`config.mk`:
```
export PLATFORM = sky130hd
export DESIGN_NAME = sar_multichannel_ctrl_flat
export DESIGN_NICKNAME = d
export VERILOG_FILES = /design/src/rtl/sar_multichannel_ctrl_if.sv /design/src/rtl/sar_multichannel_ctrl.sv /design/src/flat_wrapper.sv
export SDC_FILE = /design/constraint.sdc
export NUM_CORES = 1
export LEC_CHECK = 0
export CORE_UTILIZATION = 47
export DETAILED_ROUTE_END_ITERATION = 8
export GPL_ROUTABILITY_DRIVEN = 0
export GPL_TIMING_DRIVEN = 0
export PLACE_DENSITY = 0.75
export SYNTH_ARGS = -nofsm -noshare
export SYNTH_HDL_FRONTEND = slang
export SYNTH_SLANG_ARGS = --single-unit
export TNS_END_PERCENT = 50
```
`constraint.sdc`:
```
create_clock -name Clock -period 1.3 [get_ports Clock]
set_input_delay 0.26 -clock Clock [delete_from_list [all_inputs] [get_ports Clock]]
set_output_delay 0.26 -clock Clock [all_outputs]
set_load 0.1 [all_outputs]
```
`src/rtl/sar_multichannel_ctrl_if.sv`:
```
// Handshake and analog-front-end bundle for the multi-channel SAR sequencer.
// The master side is the sequencer; the slave side is the front end plus the result consumer.
interface sar_multichannel_ctrl_if #(
    parameter int DATA    = 8,
    parameter int CH_BITS = 2
);
    logic               Enable;
    logic               Compare;
    logic [CH_BITS-1:0] ChanSel;
    logic               SampleEn;
    logic               ClockCmp;
    logic [DATA-1:0]    DacCode;
    logic [DATA-1:0]    DataOut;
    logic [CH_BITS-1:0] DataChan;
    logic               DataValid;
    logic               DataReady;
    logic               Busy;

    modport master (
        input  Enable, Compare, DataReady,
        output ChanSel, SampleEn, ClockCmp, DacCode, DataOut, DataChan, DataValid, Busy
    );

    modport slave (
        output Enable, Compare, DataReady,
        input  ChanSel, SampleEn, ClockCmp, DacCode, DataOut, DataChan, DataValid, Busy
    );
endinterface

```
`src/rtl/sar_multichannel_ctrl.sv`:
```
// Round-robin SAR ADC sequencer: mux select, sample/hold, binary search, tagged results.
// Optional macro SAR_TRACK_EN: per-channel tracking that re-resolves only TRACK_BITS low bits.
module sar_multichannel_ctrl #(
    parameter int DATA          = 8,
    parameter int CHANNELS      = 4,
    parameter int CH_BITS       = 2,
    parameter int SAMPLE_CYCLES = 2,
    parameter int TRACK_BITS    = 3
) (
    input  logic                    Clock,
    input  logic                    Reset,
    sar_multichannel_ctrl_if.master bus
);
    typedef enum logic [1:0] {
        ST_IDLE    = 2'd0,
        ST_SAMPLE  = 2'd1,
        ST_CONVERT = 2'd2,
        ST_STORE   = 2'd3
    } state_t;

    localparam logic [DATA-1:0]    SAR_MSB = {1'b1, {(DATA-1){1'b0}}};
    localparam logic [DATA-1:0]    SAR_LSB = {{(DATA-1){1'b0}}, 1'b1};
    localparam logic [CH_BITS-1:0] LAST_CH = CH_BITS'(CHANNELS - 1);
    localparam logic [CH_BITS-1:0] ONE_CH  = CH_BITS'(1'b1);

    generate
        if (DATA < 4 || CHANNELS < 1 || SAMPLE_CYCLES < 1 || SAMPLE_CYCLES > 15 ||
            TRACK_BITS < 1 || TRACK_BITS >= DATA) begin : g_bad_params
            $error("sar_multichannel_ctrl: illegal parameter set");
        end
    endgenerate

    state_t             r_state;
    state_t             w_next_state;
    logic [3:0]         r_sample_cnt;
    logic [DATA-1:0]    r_sar;
    logic [DATA-1:0]    r_temp_sar;
    logic [CH_BITS-1:0] r_chan_sel;
    logic [DATA-1:0]    r_data_out;
    logic [CH_BITS-1:0] r_data_chan;
    logic               r_data_valid;

    logic               w_sample_last;
    logic               w_conv_last;
    logic               w_accept;
    logic [DATA-1:0]    w_cmp_bits;
    logic [DATA-1:0]    w_result;
    logic [DATA-1:0]    w_load_sar;
    logic [DATA-1:0]    w_load_temp;
    logic               w_track_hit;

    assign w_sample_last = (r_sample_cnt == 4'(SAMPLE_CYCLES - 1));
    assign w_conv_last   = (r_sar == SAR_LSB);
    assign w_accept      = r_data_valid & bus.DataReady;
    assign w_cmp_bits    = bus.Compare ? r_sar : {DATA{1'b0}};
    assign w_result      = r_temp_sar | w_cmp_bits;

`ifdef SAR_TRACK_EN
    localparam logic [DATA-1:0] TRACK_MSB  = SAR_LSB << (TRACK_BITS - 1);
    localparam logic [DATA-1:0] TRACK_MASK = {{(DATA-TRACK_BITS){1'b1}}, {TRACK_BITS{1'b0}}};

    logic [DATA-1:0]       r_last [CHANNELS];
    logic [CHANNELS-1:0]   r_locked;
    logic                  r_tracked;
    logic [TRACK_BITS-1:0] w_low;
    logic                  w_window_edge;

    assign w_low         = w_result[TRACK_BITS-1:0];
    assign w_window_edge = (w_low == {TRACK_BITS{1'b0}}) || (&w_low);

    // Starting point of the search: narrow window around the last result when locked
    always_comb begin
        w_track_hit = r_locked[r_chan_sel];
        if (w_track_hit) begin
            w_load_sar  = TRACK_MSB;
            w_load_temp = r_last[r_chan_sel] & TRACK_MASK;
        end else begin
            w_load_sar  = SAR_MSB;
            w_load_temp = {DATA{1'b0}};
        end
    end

    // Per-channel history; a tracked result on the window edge forces a full search next time
    always_ff @(posedge Clock or posedge Reset) begin
        if (Reset) begin
            for (int i = 0; i < CHANNELS; i++) r_last[i] <= {DATA{1'b0}};
            r_locked  <= {CHANNELS{1'b0}};
            r_tracked <= 1'b0;
        end else if (r_state == ST_SAMPLE && w_sample_last) begin
            r_tracked <= w_track_hit;
        end else if (r_state == ST_CONVERT && w_conv_last) begin
            r_last[r_chan_sel]   <= w_result;
            r_locked[r_chan_sel] <= ~(r_tracked & w_window_edge);
        end else begin
            r_tracked <= r_tracked;
        end
    end
`else
    // Every conversion is a full binary search
    always_comb begin
        w_track_hit = 1'b0;
        w_load_sar  = SAR_MSB;
        w_load_temp = {DATA{1'b0}};
    end
`endif

    // State register
    always_ff @(posedge Clock or posedge Reset) begin
        if (Reset) begin
            r_state <= ST_IDLE;
        end else begin
            r_state <= w_next_state;
        end
    end

    // Next-state decode
    always_comb begin
        w_next_state = r_state;
        case (r_state)
            ST_IDLE: begin
                if (bus.Enable) w_next_state = ST_SAMPLE;
                else            w_next_state = ST_IDLE;
            end
            ST_SAMPLE: begin
                if (w_sample_last) w_next_state = ST_CONVERT;
                else               w_next_state = ST_SAMPLE;
            end
            ST_CONVERT: begin
                if (w_conv_last) w_next_state = ST_STORE;
                else             w_next_state = ST_CONVERT;
            end
            ST_STORE: begin
                if (w_accept) w_next_state = bus.Enable ? ST_SAMPLE : ST_IDLE;
                else          w_next_state = ST_STORE;
            end
            default: w_next_state = ST_IDLE;
        endcase
    end

    // Sample timing, successive approximation and result hand-off
    always_ff @(posedge Clock or posedge Reset) begin
        if (Reset) begin
            r_sample_cnt <= 4'd0;
            r_sar        <= {DATA{1'b0}};
            r_temp_sar   <= {DATA{1'b0}};
            r_chan_sel   <= {CH_BITS{1'b0}};
            r_data_out   <= {DATA{1'b0}};
            r_data_chan  <= {CH_BITS{1'b0}};
            r_data_valid <= 1'b0;
        end else begin
            case (r_state)
                ST_SAMPLE: begin
                    if (w_sample_last) begin
                        r_sample_cnt <= 4'd0;
                        r_sar        <= w_load_sar;
                        r_temp_sar   <= w_load_temp;
                    end else begin
                        r_sample_cnt <= r_sample_cnt + 4'd1;
                    end
                end
                ST_CONVERT: begin
                    r_temp_sar <= w_result;
                    r_sar      <= r_sar >> 1;
                    if (w_conv_last) begin
                        r_data_out   <= w_result;
                        r_data_chan  <= r_chan_sel;
                        r_data_valid <= 1'b1;
                    end
                end
                ST_STORE: begin
                    if (w_accept) begin
                        r_data_valid <= 1'b0;
                        r_chan_sel   <= (r_chan_sel == LAST_CH) ? {CH_BITS{1'b0}} : r_chan_sel + ONE_CH;
                    end
                end
                default: begin
                    r_sample_cnt <= 4'd0;
                end
            endcase
        end
    end

    assign bus.ChanSel   = r_chan_sel;
    assign bus.SampleEn  = (r_state == ST_SAMPLE);
    assign bus.ClockCmp  = (r_state == ST_CONVERT) & ~Clock;
    assign bus.DacCode   = (r_state == ST_CONVERT) ? (r_temp_sar | r_sar) : {DATA{1'b0}};
    assign bus.DataOut   = r_data_out;
    assign bus.DataChan  = r_data_chan;
    assign bus.DataValid = r_data_valid;
    assign bus.Busy      = (r_state != ST_IDLE);
endmodule

```
`src/flat_wrapper.sv`:
```
// flat-port wrapper written by rule: the top's interface ports become plain ports
module sar_multichannel_ctrl_flat 
#(
    parameter int DATA          = 8,
    parameter int CHANNELS      = 4,
    parameter int CH_BITS       = 2,
    parameter int SAMPLE_CYCLES = 2,
    parameter int TRACK_BITS    = 3
)
  (Clock, Reset, bus_Enable, bus_Compare, bus_DataReady, bus_ChanSel, bus_SampleEn, bus_ClockCmp, bus_DacCode, bus_DataOut, bus_DataChan, bus_DataValid, bus_Busy);
  sar_multichannel_ctrl_if #(.DATA(DATA), .CH_BITS(CH_BITS)) bus_i ();
  input  logic Clock;
  input  logic Reset;
  input wire logic [$bits(bus_i.Enable)-1:0] bus_Enable;
  input wire logic [$bits(bus_i.Compare)-1:0] bus_Compare;
  input wire logic [$bits(bus_i.DataReady)-1:0] bus_DataReady;
  output wire logic [$bits(bus_i.ChanSel)-1:0] bus_ChanSel;
  output wire logic [$bits(bus_i.SampleEn)-1:0] bus_SampleEn;
  output wire logic [$bits(bus_i.ClockCmp)-1:0] bus_ClockCmp;
  output wire logic [$bits(bus_i.DacCode)-1:0] bus_DacCode;
  output wire logic [$bits(bus_i.DataOut)-1:0] bus_DataOut;
  output wire logic [$bits(bus_i.DataChan)-1:0] bus_DataChan;
  output wire logic [$bits(bus_i.DataValid)-1:0] bus_DataValid;
  output wire logic [$bits(bus_i.Busy)-1:0] bus_Busy;
  assign bus_i.Enable = bus_Enable;
  assign bus_i.Compare = bus_Compare;
  assign bus_i.DataReady = bus_DataReady;
  assign bus_ChanSel = bus_i.ChanSel;
  assign bus_SampleEn = bus_i.SampleEn;
  assign bus_ClockCmp = bus_i.ClockCmp;
  assign bus_DacCode = bus_i.DacCode;
  assign bus_DataOut = bus_i.DataOut;
  assign bus_DataChan = bus_i.DataChan;
  assign bus_DataValid = bus_i.DataValid;
  assign bus_Busy = bus_i.Busy;
  sar_multichannel_ctrl #(.DATA(DATA), .CHANNELS(CHANNELS), .CH_BITS(CH_BITS), .SAMPLE_CYCLES(SAMPLE_CYCLES), .TRACK_BITS(TRACK_BITS)) u_core (.Clock(Clock), .Reset(Reset), .bus(bus_i));
endmodule
```
**Word level (Yosys, flattened, before mapping)**

Cells that the tools add are included.

- $add $sub $neg: 2
- $mul: 0
- Div/mod/pow operators: 0
- Order comparisons: 0
- Eq/ne operators: 9
- Shifts and indexed selects: 0
- Multiplexer cells: 17
- Bitwise logic cells: 5
- Reductions and logical operators: 9

Operators with widths:

| cell | number |
|---|---|
| two-way mux 8 bit | 4 |
| one-hot mux 8 bit (2 select lines) | 2 |
| bitwise OR 8 bit | 2 |
| equality test 8 x 1 -> 1 bit, second input constant | 1 |
| one-hot mux 2 bit (4 select lines) | 1 |
| one-hot mux 4 bit (2 select lines) | 1 |
| equality test 2 bit, second input constant | 3 |
| two-way mux 2 bit | 3 |
| != test 2 x 1 -> 1 bit, second input constant | 3 |
| AND reduction 2 bit | 3 |
| nonzero test 2 bit | 3 |
| adder 4 x 1 -> 4 bit, second input constant | 1 |
| equality test 4 x 1 -> 1 bit, second input constant | 1 |
| two-way mux 1 bit | 4 |
| two-way mux 4 bit | 1 |
| AND reduction 3 bit | 1 |
| adder 2 x 1 -> 2 bit, second input constant | 1 |
| bitwise AND 1 bit | 2 |
| equality test 2 x 1 -> 1 bit, second input constant | 1 |
| logical NOT 2 bit | 1 |
| one-hot mux 1 bit (2 select lines) | 1 |
| OR reduction 2 bit | 1 |
| NOT 1 bit | 1 |

- Bits in registers: 35
- Bits in latches: 0
- Memory bits (writable): 0
- Bits in read-only memories: 0
- Bits of input ports: 5
- Output and inout port bits: 24
- Memories: 0

**Logic depth before layout (Yosys ltp)**

Gate-level depths: netlist (run 1).

- Depth after elaboration: 3
- Gate-level depth with buffers: 6

==> reports/results.ini, run 1 <==
[outcome]
outcome=finished, violations left
failed_checks=setup timing

[power]
powerDensity_nw_per_um2=2110
ir_drop_mv=1.63
p_leak_nw=1.27
fin_total_pwr_mw=5.90

[timing]
whs_ns=0.210
fin_skew_ns=0.00377
grt_setup_unrepaired=true
period_minus_slack_ns=1.92
finalSetupViolations=58
layout_worst_path_cycle_share_pct=147
maxSlewViolCount=0
hold_violations=0
setup_slack_ns=-0.616
max_freq_mhz=522
worstMarginPinSlew_ns=0.731
maxSlewHeadroom_pct=51.2

[die]
start_util_pct=49.3
std_cell_rows=21
die_h_um=61.4
die_x_um=61.4
io_pins=29
core_um2=3360
dieArea_um2=3770

[placed_design]
hpwl_um=2330
port_buffers=27
place_inst=235

[critical_path]
arrival_ns=1.66
startpoint_type=flop
crit_type=flop to primary output
rr_endpoint=u_core.r_sar[5]
reg2reg_slack_ns=-0.31
reg2regPathDepth=5
endpoint_kind=primary output
worstPathRequired_ns=1.04
worstReg2RegStart=u_core.r_sample_cnt[1]
cp_max_fo=5

[finish]
stdcell_count=273
antenna_cells=0
drive_gt1_share_pct=51.1
multi_input_area_um2=886
fill_cells=191
regArea_um2=885
nets=234
areaGrowthSynthToFinish_pct=68.4

[routing]
drtIter0Drc=101
num_vias=1544
wl_um=5150
ant_nets=0
viasPerCell=5.66
drt_pass1_iterations=4
drc_errors=0
wire_per_inst_um=18.9

[yosys]
ys_seq_elements=35
synth_area_um2=1660
syn_area_per_cell_um2=10.2
yosysWarnings=0
synth_fp_nets=170
ys_seq_area_share_pct=52.8
ys_types=34
netlist_instances=162

[min_path]
hold_start=bus_Compare
hold_end=u_core.bus.DataOut[3]
min_path_cells=3
min_path_type=primary input to flop

[global_routing]
antenna_found_initial=0
grt_pass1_wl_um=7170
groute.usage.overall_pct=28.9
overflow=0
first_global_vias=1470
grt_max_degree=36

[clocking]
cts_tree=built
clkTransAtPathRegs_ns=0.10
clock_latency_ns=0.47

[job]
max_cap_violations=0

-- cells in the final DEF (no fill, tap or decap), drive strengths merged, types with 8 or more instances in the layout --
cell type	Yosys	routed
buf	7	58
clkbuf	1	11
o21ai	10	10
a22o	8	8
a21oi	10	10
mux2i	8	8
nor2	20	20
dfrtp	35	35
inv	11	9
nand2	22	22
-- how the worst max path moves through the flow --
| stage | from | slack, ns | cells after the start | endpoint |
|---|---|---|---|---|
| after floorplan | u_core.r_state[0] | -0.37 | 5 | bus_ClockCmp |
| after global placement | u_core.r_state[0] | -1.11 | 6 | bus_ClockCmp |
| after detailed placement | u_core.r_state[0] | -1.14 | 6 | bus_DacCode[0] |
| after CTS | u_core.r_state[0] | -0.60 | 5 | bus_DacCode[6] |
| after global routing | u_core.r_state[0] | -0.67 | 5 | bus_ClockCmp |
| final | u_core.r_state[0] | -0.62 | 5 | bus_ClockCmp |
-- worst max-delay path, cell delays in order (launching register included) --
cell,delay (ns)
dfrtp_1,0.42
buf_6,0.13
nand2b_4,0.18
buf_12,0.17
nor2_4,0.11
buf_12,0.18
-- cells in the mapped netlist --
cell type,n,area share [%]
mux2i_1,8,4.8
nor4_2,1,0.75
a2bb2oi_1,1,0.53
ha_1,3,2.3
buf_6,1,0.68
nor3_1,1,0.30
nor2_1,19,4.3
a21oi_1,10,3.0
o31ai_1,2,0.91
dfrtp_1,35,53
nand4b_1,1,0.53
mux2_2,4,2.7
inv_1,11,2.5
buf_2,2,0.60
o21ai_0,10,3.0
or2_2,1,0.38
clkbuf_4,1,0.45
o211ai_1,1,0.45
nand3_1,4,1.2
nor3b_2,1,0.75
nand2_1,22,5.0
or3b_1,1,0.53
nand4_1,1,0.38
and3b_1,1,0.53
buf_4,4,1.8
a21o_1,1,0.45
nor4b_4,1,1.4
nand3_2,1,0.60
a22o_2,1,0.60
a22o_1,7,3.7
nand2b_1,2,0.75
and2b_1,1,0.45
nor2_2,1,0.38
nor2b_1,1,0.38
-- per-layer routing --
| layer | up-vias | wire length (um) | track usage [%] |
|---|---|---|---|
| met5 | - | 0 | 0 |
| met4 | 0 | 242 | 19.4 |
| met3 | 25 | 360 | 11.8 |
| met2 | 79 | 2640 | 46.6 |
| met1 | 764 | 1910 | 31.2 |
| li1 | 676 | - | - |
-- layout make-up --
type	count	area share (%)
buffer	7	2.78
clock buffer	11	3.14
clock inverter	1	0.179
inverter	11	1.75
multi-input combinational	108	31.7
sequential	35	31.7
tap	46	2.06
timing repair buffer	54	26.7
-- where the power goes --
part | internal (mW) | leakage (nW) | switching (mW) | total, mW
clock network | 0.341 | 0.0535 | 0.476 | 0.817
logic | 1.44 | 0.771 | 1.76 | 3.20
registers | 1.42 | 0.444 | 0.465 | 1.88
-- repair_timing --
| action | in CTS | in global routing |
|---|---|---|
| gates cloned | 2 | 0 |
| hold buffers | 0 | 0 |
| buffers inserted | 18 | 8 |
| pin swaps | 21 | 3 |
| gates resized for setup | 233 | 30 |
| setup endpoints to repair | 89 | 58 |
-- per-stage QoR --
stage	util [%]	setup slack (ns)	cell area, um2	TNS [ns]
5_1_grt	83.0	-0.666	2790	-16.31
2_1_floorplan	-	-0.366	1770	-7.58
4_1_cts	77.3	-0.597	2600	-8.29
3_5_place_dp	62.3	-1.14	2090	-40.09
6_report	83.0	-0.616	2790	-14.15
3_3_place_gp	62.3	-1.11	2090	-37.87
-- flip-flops by register name (all words and copies together) (netlist names) --
signal	cells
u_core.r_sar	8
u_core.r_temp_sar	8
u_core.bus.ChanSel	2
u_core.bus.DataValid	1
u_core.bus.DataOut	8
u_core.r_sample_cnt	4
u_core.bus.DataChan	2
u_core.r_state	2
-- cells by family after synthesis --
group | share of synthesized area [%]
buffers and inverters | 6.04
AND/OR/NAND/NOR | 18.6
adder cells (fa/ha/maj) | 2.26
AO/OA/AOI/OAI | 12.7
flip-flops | 52.8
multiplexers | 7.55
No activity file was read; power rests on OpenSTA's default activity.
==> inputs of run 2 (changes only) <==
--- a/config.mk
+++ b/config.mk
@@ -5,10 +5,10 @@
 export SDC_FILE = /design/constraint.sdc
 export NUM_CORES = 1
 export LEC_CHECK = 0
+export CORE_MARGIN = 8
 export CORE_UTILIZATION = 47
 export DETAILED_ROUTE_END_ITERATION = 8
 export GPL_ROUTABILITY_DRIVEN = 0
-export GPL_TIMING_DRIVEN = 0
 export PLACE_DENSITY = 0.75
 export SYNTH_ARGS = -nofsm -noshare
 export SYNTH_HDL_FRONTEND = slang
==> reports/results.ini, run 2 (same netlist as run 1, synthesis figures left out) <==
[global_routing]
overflow=0
grt_pass1_wl_um=8120
groute.usage.overall_pct=20.0
first_global_vias=1643
grt_max_degree=36
antenna_found_initial=0

[clocking]
clkTransAtPathRegs_ns=0.11
cts_tree=built
clock_latency_ns=0.44

[finish]
drive_gt1_share_pct=53.0
layout_commonest_cell=dfrtp_1
stdcell_area_um2=2880
stdcell_count=278
areaGrowthSynthToFinish_pct=73.6
antenna_cells=0
nets=239
fill_cells=176
layout_common_cells=32 x dfrtp_1, 27 x buf_12, 26 x buf_4

[timing]
fin_skew_ns=0.00974
setup_slack_ns=-0.495
grt_setup_unrepaired=true
finalSetupViolations=56
period_minus_slack_ns=1.79
maxSlewHeadroom_pct=73.6
maxSlewViolCount=0
max_freq_mhz=557
hold_violations=0
worstMarginPinSlew_ns=0.393
layout_worst_path_cycle_share_pct=138

[routing]
viasPerCell=5.97
drt_pass1_iterations=4
ant_nets=0
wl_um=5870
drtIter0Drc=164
num_vias=1661
drc_errors=0
wire_per_inst_um=21.1

[die]
die_h_um=75.4
std_cell_rows=21
core_um2=3360
start_util_pct=49.3
die_x_um=75.4
io_pins=29
dieArea_um2=5680

[critical_path]
worstPathRequired_ns=1.04
startpoint_type=flop
cp_max_fo=13
arrival_ns=1.53
endpoint_kind=primary output
reg2regPathDepth=7
crit_type=flop to primary output

[outcome]
outcome=finished, violations left
failed_checks=setup timing

[placed_design]
pre_cts_ws_ns=-0.778
dpl_cell_area_um2=2460
port_buffers=28
hpwl_um=3110
place_inst=254

[power]
fin_total_pwr_mw=6.11
ir_drop_mv=1.57
p_leak_nw=1.33
powerDensity_nw_per_um2=2120

[min_path]
min_path_type=primary input to asynchronous set/reset pin

[job]
max_cap_violations=0

## run 2: worst max-delay path, cell delays in order (launching register included)
cell and delay (ns):
dfrtp_1 0.41, nand2b_4 0.17, buf_12 0.17, nor2_4 0.14
buf_12 0.19
## run 2: metal layers
metal  up-vias  global-route usage, %  share of wire (%)
met5         -                      0                  0
met4         0                   15.4                6.3
met3        41                   7.11                 10
met2       124                   31.4                 48
met1       802                   21.7                 35
li1        694                      -                  -
## run 2: final timing paths
| check | start | end | slack, ns |
|---|---|---|---|
| max reg2reg | u_core.r_state[1] | u_core.bus.DataOut[5] | -0.32 |
| max | u_core.r_state[0] | bus_DacCode[7] | -0.49 |
| min reg2reg | u_core.r_temp_sar[1] | u_core.r_temp_sar[1] | 0.56 |
| max in group asynchronous | Reset | u_core.bus.DataValid | 0.95 |
| min | Reset | u_core.bus.DataOut[4] | 0.14 |
| min in group Clock | bus_Enable | u_core.r_state[0] | 0.48 |
## run 2: power by group
group | internal [mW] | total, mW | switching (mW)
clock | 0.449 | 0.913 | 0.464
combinational | 1.46 | 3.40 | 1.94
sequential | 1.41 | 1.80 | 0.391
total | 3.32 | 6.11 | 2.79
## run 2: stage by stage
| stage | util [%] | hold WS (ns) | TNS (ns) |
|---|---|---|---|
| 2_1_floorplan | - | 0.356 | -7.58 |
| 3_3_place_gp | 73.3 | 0.502 | -3.58 |
| 3_5_place_dp | 73.3 | 0.512 | -5.08 |
| 4_1_cts | 81.5 | 0.140 | -7.79 |
| 5_1_grt | 85.6 | 0.149 | -15.77 |
| 6_report | 85.6 | 0.141 | -12.81 |
## run 2: layout make-up
class / count / area, um2 / share of cell area [%]
Clock buffer: 12 / 111 / 3.87
Inverter: 11 / 45.0 / 1.57
Multi-Input combinational cell: 108 / 896 / 31.1
Sequential cell: 35 / 880 / 30.6
Tap cell: 46 / 57.6 / 2.00
Timing Repair Buffer: 66 / 888 / 30.9
## run 2: timing repair
| action | CTS | global route |
|---|---|---|
| endpoints found under the setup margin | 57 | 59 |
| hold buffers | 0 | 0 |
| pin swaps | 15 | 6 |
| endpoints found under the hold margin | 0 | 0 |
| resized for setup | 45 | 23 |
| gates cloned | 1 | 0 |
| setup buffers | 10 | 4 |
==> inputs of run 3 (changes only) <==
--- a/config.mk
+++ b/config.mk
@@ -9,7 +9,7 @@
 export CORE_UTILIZATION = 47
 export DETAILED_ROUTE_END_ITERATION = 8
 export GPL_ROUTABILITY_DRIVEN = 0
-export PLACE_DENSITY = 0.75
+export PLACE_DENSITY = 0.81
 export SYNTH_ARGS = -nofsm -noshare
 export SYNTH_HDL_FRONTEND = slang
 export SYNTH_SLANG_ARGS = --single-unit
==> constraint.sdc (replaced) <==
create_clock -name Clock -period 1.3 [get_ports Clock]
set_input_delay 0.195 -clock Clock [delete_from_list [all_inputs] [get_ports Clock]]
set_output_delay 0.195 -clock Clock [all_outputs]
set_load 0.1 [all_outputs]
==> reports/results.ini, run 3 (same netlist as run 1, synthesis figures left out) <==
[routing]
wl_um=5680
num_vias=1599
viasPerCell=5.81
drc_errors=0
drt_pass1_iterations=4
wire_per_inst_um=20.7
drtIter0Drc=126
ant_nets=0

[die]
core_um2=3360
die_h_um=75.4
die_x_um=75.4
start_util_pct=49.3
std_cell_rows=21
dieArea_um2=5680
io_pins=29

[power]
p_leak_nw=1.29
powerDensity_nw_per_um2=2130
fin_total_pwr_mw=6.01
ir_drop_mv=1.42

[outcome]
outcome=finished, violations left
failed_checks=setup timing

[global_routing]
overflow=0
grt_pass1_wl_um=7910
grt_util_met3_pct=6.71
use_met2_pct=32.8
antenna_found_initial=0
use_met1_pct=19.9
top_usage_layer=met2
groute.usage.overall_pct=19.1
first_global_vias=1619
grt_max_degree=36

[timing]
grt_setup_unrepaired=true
fin_skew_ns=0.0110
fin_tns_setup_ns=-9.55
hold_violations=0
setup_slack_ns=-0.382
worstMarginPinSlew_ns=0.314
layout_worst_path_cycle_share_pct=129
maxSlewViolCount=0
finalSetupViolations=48
max_freq_mhz=594
period_minus_slack_ns=1.68
maxSlewHeadroom_pct=79.0

[critical_path]
crit_end=bus_SampleEn
max_stage_delay_ns=0.44
reg2reg_slack_ns=-0.22
cp_max_fo=4
endpoint_kind=primary output
rr_endpoint=u_core.r_sar[3]
critical_path.cell_chain=buf_6 -> nand2b_4 -> clkinvlp_4 -> buf_12
crit_type=flop to primary output
startpoint_type=flop
slowest_stage=dfrtp_1
arrival_ns=1.49
worstReg2RegStart=u_core.r_sample_cnt[1]
reg2regPathDepth=5
startpoint=u_core.r_state[1]
worstPathRequired_ns=1.11

[placed_design]
hpwl_um=3150
port_buffers=28

[finish]
layout_common_cells=32 x dfrtp_1, 27 x buf_12, 25 x buf_4
layout_commonest_cell=dfrtp_1
nets=236
drive_gt1_share_pct=51.1
antenna_cells=0
areaGrowthSynthToFinish_pct=70.1

[clocking]
cts_tree=built
clock_latency_ns=0.47
clkTransAtPathRegs_ns=0.11

[job]
max_cap_violations=0

[min_path]
min_path_type=primary input to asynchronous set/reset pin

==> run 3: cell types whose count changed in the layout (fill, tap and decap cells not counted), moves of 2 or more <==
cell      previous run  this run
mux2_4               4         1
nor2_2               5         7
nor2_1               4         2
clkbuf_8             2         0
mux2_2               0         3
o21ai_1              2         5
o21ai_2              7         4
==> run 3: metal layers <==
metal | part of all wire [%] | vias up
met3 | 8.1 | 30
li1 | - | 689
met5 | 0 | -
met2 | 51 | 103
met4 | 4.3 | 0
met1 | 36 | 777
==> run 3: timing repair <==
item,CTS,global route
buffers inserted,7,5
setup endpoints to repair,43,51
pin swaps,13,3
cloned,1,0
hold buffers,0,0
endpoints found under the hold margin,0,0
gates resized for setup,40,24
==> run 3: layout make-up <==
cell class                      count  area, um2
Multi-Input combinational cell    108        891
Timing Repair Buffer               63        855
Sequential cell                    35        880
Inverter                           11       45.0
Clock buffer                       11       87.6
Clock inverter                      1       5.00
Fill cell                         193        543
Tap cell                           46       57.6
==> run 3: power breakdown <==
group          switching, mW  total, mW  internal, mW
Combinational           1.93       3.41          1.47
Clock                  0.480      0.822         0.341
Sequential             0.380       1.79          1.41
==> run 3: stage by stage <==
stage / hold WS (ns) / cells / cell area, um2 / worst slack [ns] / util (%)
after floorplan: 0.291 / 162 / 1770 / -0.315 / -
after global placement: 0.505 / 252 / 2450 / -0.713 / 72.9
after detailed placement: 0.519 / 252 / 2450 / -0.713 / 72.9
after CTS: 0.0824 / 271 / 2710 / -0.375 / 80.4
after global routing: 0.0876 / 275 / 2820 / -0.450 / 83.9
final: 0.0707 / 275 / 2820 / -0.382 / 83.9
==> run 3: worst min path at each step <==
| stage | end | cells past startpoint | slack [ns] | from |
|---|---|---|---|---|
| 4_1_cts | u_core.bus.DataOut[1] | 3 | 0.08 | Reset |
| 2_1_floorplan | bus_ClockCmp | 1 | 0.29 | Clock |
| 5_1_grt | u_core.r_temp_sar[2] | 3 | 0.09 | Reset |
| 3_3_place_gp | u_core.r_temp_sar[0] | 2 | 0.50 | u_core.r_temp_sar[0] |
| 3_5_place_dp | u_core.r_temp_sar[1] | 1 | 0.52 | u_core.r_temp_sar[1] |
| 6_report | u_core.bus.DataOut[1] | 3 | 0.07 | Reset |
==> run 3: worst max-delay path: cells and delay by family (launching register included) <==
| family | cells | cell delay [ns] |
|---|---|---|
| flops | 1 | 0.44 |
| simple gates | 1 | 0.14 |
| buf+inv | 3 | 0.45 |
